### src/rtl/des_pkg.sv
// des_pkg: shared DES key-schedule types, round count, PC-1 table and sequencer states
package des_pkg;
  localparam int DES_ROUNDS = 16;
  typedef logic [63:0] des_key64_t;
  typedef logic [55:0] des_cd56_t;
  typedef logic [3:0]  des_idx_t;
  typedef enum logic {S_IDLE, S_RUN} des_state_t;
  localparam int PC1_TBL [56] = '{
    57, 49, 41, 33, 25, 17,  9,
     1, 58, 50, 42, 34, 26, 18,
    10,  2, 59, 51, 43, 35, 27,
    19, 11,  3, 60, 52, 44, 36,
    63, 55, 47, 39, 31, 23, 15,
     7, 62, 54, 46, 38, 30, 22,
    14,  6, 61, 53, 45, 37, 29,
    21, 13,  5, 28, 20, 12,  4
  };
endpackage

### src/rtl/des_key_sched_if.sv
// des_key_sched_if: key-load handshake plus beat stream between the sequencer and its peers
interface des_key_sched_if;
  import des_pkg::*;
  des_key64_t key_in;
  logic       key_in_valid;
  logic       key_in_ready;
  logic       decrypt_in;
  logic       round_en_in;
  logic       abort_in;
  des_cd56_t  sub_key_out;
  des_idx_t   sub_key_idx_out;
  logic       sub_key_out_valid;
  logic       sched_busy_out;
  logic       sched_done_out;
  logic       parity_err_out;
  modport master (
    output key_in, key_in_valid, decrypt_in, round_en_in, abort_in,
    input  key_in_ready, sub_key_out, sub_key_idx_out, sub_key_out_valid,
           sched_busy_out, sched_done_out, parity_err_out
  );
  modport slave (
    input  key_in, key_in_valid, decrypt_in, round_en_in, abort_in,
    output key_in_ready, sub_key_out, sub_key_idx_out, sub_key_out_valid,
           sched_busy_out, sched_done_out, parity_err_out
  );
endinterface

### src/rtl/des_pc1.sv
// des_pc1: combinational DES PC-1, 64-bit key (bit 63 = DES bit 1) to C0D0 (bit 55 = PC-1 bit 1)
module des_pc1
  import des_pkg::*;
(
  input  des_key64_t key_i,
  output des_cd56_t  cd_o
);
  logic unused_par;
  for (genvar i = 0; i < 56; i++) begin : g_pc1
    assign cd_o[55 - i] = key_i[64 - PC1_TBL[i]];
  end
  // parity bits are dropped by PC-1
  assign unused_par = ^{key_i[56], key_i[48], key_i[40], key_i[32],
                        key_i[24], key_i[16], key_i[8], key_i[0]};
endmodule

### src/rtl/des_key_sched.sv
// des_key_sched: latches PC-1 of an accepted key, then emits round-index beats paced by round_en_in
// DES_KEY_PARITY_CHK_EN: reject keys whose bytes lack odd parity
module des_key_sched
  import des_pkg::*;
#(
  parameter int ROUNDS = DES_ROUNDS
) (
  input logic            clk_in,
  input logic            rst_n_in,
  des_key_sched_if.slave bus
);
  localparam des_idx_t LAST = des_idx_t'(ROUNDS - 1);
  des_state_t state_q, state_d;
  des_idx_t   cnt_q, cnt_d, idx_q, idx_d;
  des_cd56_t  key_q, key_d, pc1_cd;
  logic       dir_q, dir_d, valid_q, valid_d, done_q, done_d, perr_q, perr_d;
  logic       par_ok, last;
  des_pc1 u_pc1 (.key_i(bus.key_in), .cd_o(pc1_cd));
`ifdef DES_KEY_PARITY_CHK_EN
  logic [7:0] byte_odd;
  for (genvar b = 0; b < 8; b++) begin : g_par
    assign byte_odd[b] = ^bus.key_in[8*b +: 8];
  end
  assign par_ok = &byte_odd;
`else
  assign par_ok = 1'b1;
`endif
  assign last = cnt_q == (dir_q ? 4'd0 : LAST);
  always_comb begin
    state_d = state_q;
    cnt_d   = cnt_q;
    idx_d   = idx_q;
    key_d   = key_q;
    dir_d   = dir_q;
    valid_d = 1'b0;
    done_d  = 1'b0;
    perr_d  = 1'b0;
    if (state_q == S_IDLE) begin
      if (bus.key_in_valid) begin
        perr_d = !par_ok;
        if (par_ok) begin
          state_d = S_RUN;
          key_d   = pc1_cd;
          dir_d   = bus.decrypt_in;
          cnt_d   = bus.decrypt_in ? LAST : 4'd0;
        end
      end
    end else if (bus.abort_in) begin
      state_d = S_IDLE;
    end else if (bus.round_en_in) begin
      valid_d = 1'b1;
      idx_d   = cnt_q;
      done_d  = last;
      cnt_d   = dir_q ? cnt_q - 4'd1 : cnt_q + 4'd1;
      state_d = last ? S_IDLE : S_RUN;
    end
  end
  always_ff @(posedge clk_in or negedge rst_n_in) begin
    if (!rst_n_in) begin
      state_q <= S_IDLE;
      cnt_q   <= '0;
      idx_q   <= '0;
      key_q   <= '0;
      dir_q   <= 1'b0;
      valid_q <= 1'b0;
      done_q  <= 1'b0;
      perr_q  <= 1'b0;
    end else begin
      state_q <= state_d;
      cnt_q   <= cnt_d;
      idx_q   <= idx_d;
      key_q   <= key_d;
      dir_q   <= dir_d;
      valid_q <= valid_d;
      done_q  <= done_d;
      perr_q  <= perr_d;
    end
  end
  assign bus.key_in_ready      = state_q == S_IDLE;
  assign bus.sched_busy_out    = state_q == S_RUN;
  assign bus.sub_key_out       = key_q;
  assign bus.sub_key_idx_out   = idx_q;
  assign bus.sub_key_out_valid = valid_q;
  assign bus.sched_done_out    = done_q;
  assign bus.parity_err_out    = perr_q;
endmodule

### src/flat_wrapper.sv
// flat-port wrapper written by rule: the top's interface ports become plain ports
module des_key_sched_flat import des_pkg::*;
#(
  parameter int ROUNDS = DES_ROUNDS
)
  (clk_in, rst_n_in, bus_key_in, bus_key_in_valid, bus_decrypt_in, bus_round_en_in, bus_abort_in, bus_key_in_ready, bus_sub_key_out, bus_sub_key_idx_out, bus_sub_key_out_valid, bus_sched_busy_out, bus_sched_done_out, bus_parity_err_out);
  des_key_sched_if bus_i ();
  input logic clk_in;
  input logic rst_n_in;
  input wire logic [$bits(bus_i.key_in)-1:0] bus_key_in;
  input wire logic [$bits(bus_i.key_in_valid)-1:0] bus_key_in_valid;
  input wire logic [$bits(bus_i.decrypt_in)-1:0] bus_decrypt_in;
  input wire logic [$bits(bus_i.round_en_in)-1:0] bus_round_en_in;
  input wire logic [$bits(bus_i.abort_in)-1:0] bus_abort_in;
  output wire logic [$bits(bus_i.key_in_ready)-1:0] bus_key_in_ready;
  output wire logic [$bits(bus_i.sub_key_out)-1:0] bus_sub_key_out;
  output wire logic [$bits(bus_i.sub_key_idx_out)-1:0] bus_sub_key_idx_out;
  output wire logic [$bits(bus_i.sub_key_out_valid)-1:0] bus_sub_key_out_valid;
  output wire logic [$bits(bus_i.sched_busy_out)-1:0] bus_sched_busy_out;
  output wire logic [$bits(bus_i.sched_done_out)-1:0] bus_sched_done_out;
  output wire logic [$bits(bus_i.parity_err_out)-1:0] bus_parity_err_out;
  assign bus_i.key_in = bus_key_in;
  assign bus_i.key_in_valid = bus_key_in_valid;
  assign bus_i.decrypt_in = bus_decrypt_in;
  assign bus_i.round_en_in = bus_round_en_in;
  assign bus_i.abort_in = bus_abort_in;
  assign bus_key_in_ready = bus_i.key_in_ready;
  assign bus_sub_key_out = bus_i.sub_key_out;
  assign bus_sub_key_idx_out = bus_i.sub_key_idx_out;
  assign bus_sub_key_out_valid = bus_i.sub_key_out_valid;
  assign bus_sched_busy_out = bus_i.sched_busy_out;
  assign bus_sched_done_out = bus_i.sched_done_out;
  assign bus_parity_err_out = bus_i.parity_err_out;
  des_key_sched #(.ROUNDS(ROUNDS)) u_core (.clk_in(clk_in), .rst_n_in(rst_n_in), .bus(bus_i));
endmodule
### config.mk
export PLATFORM = sky130hd
export DESIGN_NAME = des_key_sched_flat
export DESIGN_NICKNAME = d
export VERILOG_FILES = /design/src/rtl/des_pkg.sv /design/src/rtl/des_key_sched_if.sv /design/src/rtl/des_pc1.sv /design/src/rtl/des_key_sched.sv /design/src/flat_wrapper.sv
export SDC_FILE = /design/constraint.sdc
export NUM_CORES = 1
export LEC_CHECK = 0
export CORE_ASPECT_RATIO = 0.8
export CORE_MARGIN = 4
export CORE_UTILIZATION = 25
export CTS_CLUSTER_DIAMETER = 120
export DETAILED_ROUTE_END_ITERATION = 10
export PLACE_DENSITY_LB_ADDON = 0.08
export SLEW_MARGIN = 15
export SYNTH_ARGS = -nofsm -noshare
export SYNTH_HDL_FRONTEND = slang
export SYNTH_SLANG_ARGS = --single-unit
### constraint.sdc
create_clock -name clk_in -period 3.6 [get_ports clk_in]
set_input_delay 0.54 -clock clk_in [delete_from_list [all_inputs] [get_ports clk_in]]
set_output_delay 0.54 -clock clk_in [all_outputs]
set_load 0.01 [all_outputs]
==> results of run 1 <==
==> path summary, 6_finish.rpt <==
path                       cells past startpoint                    endpoint                       start  slack [ps]
setup / recovery                               2            bus_key_in_ready   u_core.bus.sched_busy_out        1470
hold / removal                                 2  u_core.bus.sub_key_out[17]                    rst_n_in         420
setup reg to reg                               5             u_core.cnt_q[3]                u_core.dir_q        1760
hold reg to reg                                2  u_core.bus.sub_key_out[12]  u_core.bus.sub_key_out[12]         470
max in group asynchronous                      2  u_core.bus.sub_key_out[40]                    rst_n_in        2590
min in group clk_in                            2  u_core.bus.sub_key_out[12]  u_core.bus.sub_key_out[12]         470
==> metal layers <==
metal / track usage (%) / share of wire, %
met1: 16.7 / 48
met2: 17.3 / 40
met3: 7.12 / 11
met4: 4.30 / 1.2
met5: 0 / 0
==> power groups by stage <==
stage / clock [uW] / combinational (uW) / sequential, uW
2_1_floorplan: 0 / 330 / 1210
3_3_place_gp: 0 / 1010 / 1120
3_5_place_dp: 0 / 1010 / 1130
4_1_cts: 909 / 1020 / 1120
5_1_grt: 944 / 1110 / 1150
6_report: 872 / 994 / 1120
==> area by class of cell <==
type	count	area, sq um
clock buffers	12	256
well taps	140	175
repair buffers	128	1280
multi-input cells	215	936
flip-flops and latches	68	1700
clock inverters	2	35.0
inverters	6	22.5
fillers	1030	6040
==> kinds of logic (layout without fill, tap and decap cells) <==
kind of cell / count (synthesis) / count (layout) / synth area share [%]
XOR/XNOR: 1 / 1 / 0.322
AND/OR/NAND/NOR: 194 / 194 / 28.1
AO/OA/AOI/OAI: 16 / 16 / 3.82
adder cells (fa/ha/maj): 3 / 3 / 1.66
other: 1 / 1 / 0.138
buffers and inverters: 21 / 148 / 3.45
flip-flops: 68 / 68 / 62.5
==> state kept, by name, indices dropped and copies added (netlist names) <==
| name | flops |
|---|---|
| u_core.bus.sched_done_out | 1 |
| u_core.bus.sub_key_idx_out | 4 |
| u_core.bus.sub_key_out | 56 |
| u_core.bus.sched_busy_out | 1 |
| u_core.dir_q | 1 |
| u_core.cnt_q | 4 |
| u_core.bus.sub_key_out_valid | 1 |
==> metrics by stage <==
| stage | setup WS [ps] | util, % | hold slack (ps) |
|---|---|---|---|
| floorplan | 1930 | - | 244 |
| global placement | 1330 | 39.4 | 457 |
| detailed placement | 1320 | 39.4 | 461 |
| CTS | 1430 | 42.2 | 463 |
| global route | 1370 | 42.2 | 491 |
| finish | 1470 | 42.2 | 422 |
==> cell usage in the layout (no fill, tap or decap), types with 2 or more instances in the layout <==
cell type and n:
sky130_fd_sc_hd__nand2_1 178, sky130_fd_sc_hd__clkdlybuf4s50_1 124, sky130_fd_sc_hd__dfrtp_1 68, sky130_fd_sc_hd__clkbuf_16 9, sky130_fd_sc_hd__inv_1 6, sky130_fd_sc_hd__o21ai_0 5
sky130_fd_sc_hd__a21oi_1 3, sky130_fd_sc_hd__a211oi_1 3, sky130_fd_sc_hd__nand2b_1 2, sky130_fd_sc_hd__nand3_1 2, sky130_fd_sc_hd__nor2b_1 2, sky130_fd_sc_hd__and3_1 2
sky130_fd_sc_hd__a221o_1 2, sky130_fd_sc_hd__ha_1 2, sky130_fd_sc_hd__clkbuf_8 2, sky130_fd_sc_hd__buf_4 2
==> impl_metrics.prom, run 1 <==
# TYPE chip_impl_metric gauge
chip_impl_metric{name="period_share",unit="%"} 59.1
chip_impl_metric{name="cts-htree-levels",unit=""} 3
chip_impl_metric{name="power.static_leakage",unit="uW"} 0.00212
chip_impl_metric{name="max-clock-path-buffers",unit=""} 2
chip_impl_metric{name="hpwl",unit="mm"} 5.16
chip_impl_metric{name="first_iter_violations",unit=""} 145
chip_impl_info{name="crit_path_start_kind",value="flip-flop"} 1
chip_impl_metric{name="synth.yosys.seq_area_share",unit="%"} 62.5
chip_impl_metric{name="grt_overflow_total",unit=""} 0
chip_impl_metric{name="cell_internal_pwr",unit="uW"} 2090
chip_impl_metric{name="antenna_left",unit=""} 0
chip_impl_metric{name="holdBufCountCts",unit=""} 0
chip_impl_metric{name="layout_cells_excl_fill",unit=""} 571
chip_impl_metric{name="place.detailed.instances",unit=""} 557
chip_impl_metric{name="ios",unit=""} 135
chip_impl_metric{name="design.die.area",unit="sq mm"} 0.0126
chip_impl_metric{name="worstPathArrival",unit="ps"} 1590
chip_impl_metric{name="p_switching",unit="uW"} 895
chip_impl_metric{name="final-setup-viol-count",unit=""} 0
chip_impl_metric{name="grt_first_pass_wirelength",unit="mm"} 12.6
chip_impl_metric{name="fmaxAchievable",unit="MHz"} 470
chip_impl_metric{name="num_antenna_cells",unit=""} 0
chip_impl_metric{name="worst_tran_pin_value",unit="ps"} 896
chip_impl_metric{name="synth_cell_area",unit="sq mm"} 0.00272
chip_impl_metric{name="total_clock_sinks",unit=""} 68
chip_impl_metric{name="post-synth-top-area-fraction",unit="%"} 62.5
chip_impl_info{name="criticalPathCategory",value="flip-flop to output pin"} 1
chip_impl_info{name="tritoncts_clock_tree",value="done"} 1
chip_impl_metric{name="first_global_vias",unit=""} 2467
chip_impl_info{name="critPathCaptureType",value="output pin"} 1
chip_impl_metric{name="synth_edf_count",unit=""} 0
chip_impl_info{name="yosys.cell_count.top_type",value="sky130_fd_sc_hd__nand2_1"} 1
chip_impl_info{name="crit_chain",value="inv_1, clkdlybuf4s50_1"} 1
chip_impl_info{name="outcome",value="complete, no violations"} 1
chip_impl_metric{name="timing.clock.skew",unit="ps"} 5.60
chip_impl_metric{name="worst_ep_required_time",unit="ps"} 3060
chip_impl_info{name="worstHoldPathType",value="input port to asynchronous set/reset pin"} 1
chip_impl_metric{name="synthesis.nets",unit=""} 377
chip_impl_metric{name="tritoncts.num_buffers",unit=""} 9
chip_impl_metric{name="antenna_found_initial",unit=""} 0
chip_impl_metric{name="timing.slew.headroom",unit="%"} 40.3
chip_impl_metric{name="wire_per_inst",unit="microns"} 13.3
chip_impl_info{name="post_synth_main_area_contributors",value="sky130_fd_sc_hd__dfrtp_1, sky130_fd_sc_hd__nand2_1, sky130_fd_sc_hd__buf_2"} 1
chip_impl_info{name="cp_top_family",value="buffers and inverters"} 1
chip_impl_metric{name="path_max_fanout",unit=""} 10
chip_impl_info{name="synth_area_leader_cell",value="sky130_fd_sc_hd__dfrtp_1"} 1
chip_impl_info{name="timing.critical_path.slowest_stage_cell",value="sky130_fd_sc_hd__clkdlybuf4s50_1"} 1
chip_impl_metric{name="synth.ff_latch_count",unit=""} 68
chip_impl_metric{name="pwr_density_cell",unit="mW/mm^2"} 677
chip_impl_metric{name="cts.repair.resized",unit=""} 0
chip_impl_metric{name="setup_tns",unit="ps"} 0
chip_impl_metric{name="power.share.combinational",unit="%"} 33.3
chip_impl_info{name="cts_root_buffer",value="sky130_fd_sc_hd__clkbuf_16"} 1
chip_impl_metric{name="chipWidth",unit="microns"} 125
chip_impl_metric{name="drt-pass1-iter-count",unit=""} 4
chip_impl_metric{name="vias_per_cell",unit=""} 4.15
chip_impl_metric{name="fin_area",unit="sq mm"} 0.00441
chip_impl_metric{name="place.port_buffers",unit=""} 125
chip_impl_metric{name="netlist_instances",unit=""} 304
chip_impl_metric{name="syn_area_per_cell",unit="sq um"} 8.95
chip_impl_metric{name="hold_viol_final",unit=""} 0
chip_impl_metric{name="routabilityCongestion",unit=""} 0.717
chip_impl_info{name="dominantRegCellSynth",value="sky130_fd_sc_hd__dfrtp_1"} 1
chip_impl_metric{name="drc_violation_count_after_routing",unit=""} 0
chip_impl_metric{name="worst-path-buf-inv",unit=""} 2
chip_impl_metric{name="ir_drop",unit="uV"} 254
chip_impl_metric{name="placeableCoreArea",unit="sq mm"} 0.0104
chip_impl_metric{name="worst_skew_pair.late_latency",unit="ps"} 330
chip_impl_metric{name="layout-drive-gt1-share",unit="%"} 4.87
chip_impl_metric{name="seq_power_share",unit="%"} 37.5
chip_impl_metric{name="maxSlewViolCount",unit=""} 0
chip_impl_metric{name="async_reset_ff_share",unit="%"} 100
chip_impl_metric{name="layout-area-overhead-vs-synth",unit="%"} 62.0
chip_impl_metric{name="placement_rows",unit=""} 33
chip_impl_metric{name="detailed_place.area",unit="sq mm"} 0.00412
chip_impl_metric{name="grt_max_degree",unit=""} 69
chip_impl_metric{name="num-nets-final",unit=""} 501
chip_impl_info{name="grt_setup_unrepaired",value="false"} 1
chip_impl_metric{name="cap_viol_max_count",unit=""} 0
chip_impl_metric{name="cpPeakStageDelay",unit="ps"} 580
chip_impl_metric{name="vias",unit=""} 2369
chip_impl_metric{name="total_power",unit="uW"} 2990
chip_impl_metric{name="period_needed",unit="ps"} 2130
chip_impl_metric{name="global_route_usage_sum",unit="%"} 12.6
chip_impl_info{name="synth.top_cells.by_count",value="sky130_fd_sc_hd__nand2_1, sky130_fd_sc_hd__dfrtp_1, sky130_fd_sc_hd__buf_2"} 1
chip_impl_metric{name="yosysUniqueCellTypes",unit=""} 27
chip_impl_metric{name="initial_core_util",unit="%"} 26.1
chip_impl_metric{name="synth-warning-count",unit=""} 0
chip_impl_metric{name="die_extent_in_y",unit="microns"} 101
chip_impl_metric{name="finalWirelength",unit="mm"} 7.61
chip_impl_metric{name="clk_pin_slew",unit="ps"} 50
chip_impl_metric{name="p_clk_share",unit="%"} 29.2
chip_impl_metric{name="postcts_setup_bufs",unit=""} 0
chip_impl_metric{name="switching_share",unit="%"} 30.0
No activity file was read; power rests on OpenSTA's default activity.
==> run 2: changes to the inputs <==
- clock period: 3.6 -> 1.7 ns (I/O delays scaled with it)
==> run 2 against run 1 <==
  * Routed wire length down 0.50%
  * Total power up 120%
  * Die area unchanged
  * Flip-flop and latch count unchanged
  * Non-clock buffer count up 11
  * Worst hold slack better by 35 ps
  * Global-route usage down 0.43 points
  * Utilization up 1.6 points
  * Clock skew down 2.7 ps
  * Register-to-register slack worse by 1700 ps
  * Critical endpoint is now u_core.cnt_q[2]
  * Highest routed layer unchanged
==> impl_metrics.prom, run 2 (synthesis results as in run 1) <==
# TYPE chip_impl_metric gauge
chip_impl_metric{name="num-fill-cells",unit=""} 1008
chip_impl_metric{name="antenna_found_initial",unit=""} 0
chip_impl_info{name="tritoncts_clock_tree",value="done"} 1
chip_impl_metric{name="total_clock_sinks",unit=""} 68
chip_impl_metric{name="ir_drop",unit="uV"} 528
chip_impl_info{name="outcome",value="complete, no violations"} 1
chip_impl_info{name="crit_path_start_kind",value="flip-flop"} 1
chip_impl_metric{name="area.sequential",unit="sq mm"} 0.00170
chip_impl_metric{name="pwr_density_cell",unit="mW/mm^2"} 1420
chip_impl_metric{name="worst_skew_pair.late_latency",unit="ps"} 320
chip_impl_metric{name="grt_first_pass_wirelength",unit="mm"} 12.2
chip_impl_metric{name="finalWirelength",unit="mm"} 7.57
chip_impl_metric{name="cts-htree-levels",unit=""} 3
chip_impl_metric{name="placeableCoreArea",unit="sq mm"} 0.0104
chip_impl_info{name="cts_root_buffer",value="sky130_fd_sc_hd__clkbuf_16"} 1
chip_impl_metric{name="drt-pass1-iter-count",unit=""} 5
chip_impl_metric{name="ios",unit=""} 135
chip_impl_metric{name="design.die.area",unit="sq mm"} 0.0126
chip_impl_metric{name="tritoncts.num_buffers",unit=""} 9
chip_impl_metric{name="drc_violation_count_after_routing",unit=""} 0
chip_impl_metric{name="routabilityCongestion",unit=""} 0.765
chip_impl_metric{name="multiInputGateArea",unit="sq um"} 967
chip_impl_metric{name="fmaxAchievable",unit="MHz"} 617
chip_impl_metric{name="detailed_place.area",unit="sq mm"} 0.00424
chip_impl_info{name="criticalPathCategory",value="flip-flop to flip-flop"} 1
chip_impl_metric{name="grt_overflow_total",unit=""} 0
chip_impl_metric{name="die_extent_in_y",unit="microns"} 101
chip_impl_info{name="most_used_cells_in_the_layout_excluding_fill_and_tap_cells",value="sky130_fd_sc_hd__nand2_1, sky130_fd_sc_hd__clkdlybuf4s50_1, sky130_fd_sc_hd__dfrtp_1"} 1
chip_impl_info{name="worstHoldPathType",value="input port to flip-flop"} 1
chip_impl_metric{name="preCtsSetupSlack",unit="ps"} -35.3
chip_impl_metric{name="largest_reg_flops",unit=""} 56
chip_impl_metric{name="path_max_fanout",unit=""} 5
chip_impl_metric{name="clk_pin_slew",unit="ps"} 50
chip_impl_metric{name="timing.clock.skew",unit="ps"} 2.91
chip_impl_info{name="mostFrequentLayoutCell",value="sky130_fd_sc_hd__nand2_1"} 1
chip_impl_metric{name="vias_per_cell",unit=""} 4.12
chip_impl_metric{name="initial_core_util",unit="%"} 26.1
chip_impl_metric{name="worst_ep_required_time",unit="ps"} 1900
chip_impl_metric{name="hpwl",unit="mm"} 5.20
chip_impl_metric{name="final_critical_path_setup_slack",unit="ps"} 80.2
chip_impl_metric{name="fin_area",unit="sq mm"} 0.00457
chip_impl_info{name="grt_setup_unrepaired",value="true"} 1
chip_impl_metric{name="placement_rows",unit=""} 33
chip_impl_metric{name="final-setup-viol-count",unit=""} 0
chip_impl_metric{name="max-clock-path-buffers",unit=""} 2
chip_impl_metric{name="cap_viol_max_count",unit=""} 0
chip_impl_metric{name="layout-drive-gt1-share",unit="%"} 8.37
chip_impl_info{name="critPathCaptureType",value="flip-flop"} 1
chip_impl_metric{name="period_share",unit="%"} 95.3
chip_impl_metric{name="first_global_vias",unit=""} 2343
chip_impl_metric{name="vias",unit=""} 2400
chip_impl_metric{name="layout-area-overhead-vs-synth",unit="%"} 68.1
chip_impl_metric{name="num_antenna_cells",unit=""} 0
chip_impl_metric{name="grt_max_degree",unit=""} 69
chip_impl_metric{name="chipWidth",unit="microns"} 125
chip_impl_metric{name="wire_per_inst",unit="microns"} 13.0
chip_impl_metric{name="antenna_left",unit=""} 0
chip_impl_metric{name="place.port_buffers",unit=""} 125
chip_impl_metric{name="global_route_usage_sum",unit="%"} 12.2
chip_impl_metric{name="period_needed",unit="ps"} 1620
chip_impl_metric{name="hold_viol_final",unit=""} 0
chip_impl_metric{name="first_iter_violations",unit=""} 161
chip_impl_metric{name="worstPathArrival",unit="ps"} 1820
chip_impl_metric{name="maxSlewViolCount",unit=""} 0
chip_impl_metric{name="num-nets-final",unit=""} 512
chip_impl_metric{name="power.static_leakage",unit="uW"} 0.00219
run 2: changes by cell type in the layout (fill, tap and decap cells not counted), moves of 2 or more:
cell                     previous run  this run
sky130_fd_sc_hd__buf_12             1         5
sky130_fd_sc_hd__ha_4               0         2
sky130_fd_sc_hd__buf_4              2         8
sky130_fd_sc_hd__ha_1               2         0
run 2: per-stage QoR:
step	util [%]	setup TNS, ps	std cells	hold WS (ps)	power, uW
2_1_floorplan	-	0	304	-40.6	3270
3_3_place_gp	40.6	-19.9	567	312	4640
3_5_place_dp	40.6	-35.3	567	310	4660
4_1_cts	43.6	0	582	443	6590
5_1_grt	43.8	-20.9	582	452	6940
6_report	43.8	0	582	456	6510
run 2: worst paths after layout:
path | startpoint | to | slack [ps] | cells after the start
max | u_core.dir_q | u_core.cnt_q[2] | 80 | 5
min | bus_key_in[45] | u_core.bus.sub_key_out[34] | 460 | 3
max reg2reg | u_core.dir_q | u_core.cnt_q[2] | 80 | 5
min reg2reg | u_core.bus.sub_key_out[49] | u_core.bus.sub_key_out[49] | 470 | 2
max in group asynchronous | rst_n_in | u_core.cnt_q[0] | 890 | 3
min in group asynchronous | rst_n_in | u_core.bus.sub_key_out[17] | 490 | 3
run 2: what timing repair did:
| action | CTS | global route |
|---|---|---|
| gates cloned | 0 | 0 |
| buffers inserted | 0 | 0 |
| endpoints found under the setup margin | 2 | 2 |
| hold buffers | 1 | 0 |
| pin swaps | 0 | 1 |
| hold endpoints to repair | 68 | 0 |
| gates resized for setup | 3 | 4 |
run 2: power by group:
part           switching, uW  leakage [uW]  internal, uW
Sequential               286      0.000838          2090
Clock                    645      0.000145          1200
Combinational           1010       0.00121          1280
Total                   1940       0.00219          4570
run 2: final cells by class:
| cell class | instances | share of cell area (%) |
|---|---|---|
| clock inverter | 2 | 0.766 |
| sequential | 68 | 37.2 |
| timing repair buffer | 139 | 30.9 |
| inverter | 6 | 0.492 |
| clock buffer | 12 | 5.61 |
| tap | 140 | 3.83 |
| multi-input combinational | 215 | 21.1 |
run 2: per-layer routing:
layer	global-route usage (%)	share of wire, %	up-vias
met5	0	0	-
met3	6.59	9.8	7
li1	-	-	1205
met1	16.9	50	1096
met4	3.54	0.48	0
met2	16.2	40	92
run 2: critical path, cell delays in order, from the launching register on:
cell                      delay [ps]
sky130_fd_sc_hd__dfrtp_2         450
sky130_fd_sc_hd__inv_2            90
sky130_fd_sc_hd__fa_2            390
sky130_fd_sc_hd__xor2_1          130
sky130_fd_sc_hd__o21ai_0         100
sky130_fd_sc_hd__a221o_1         350
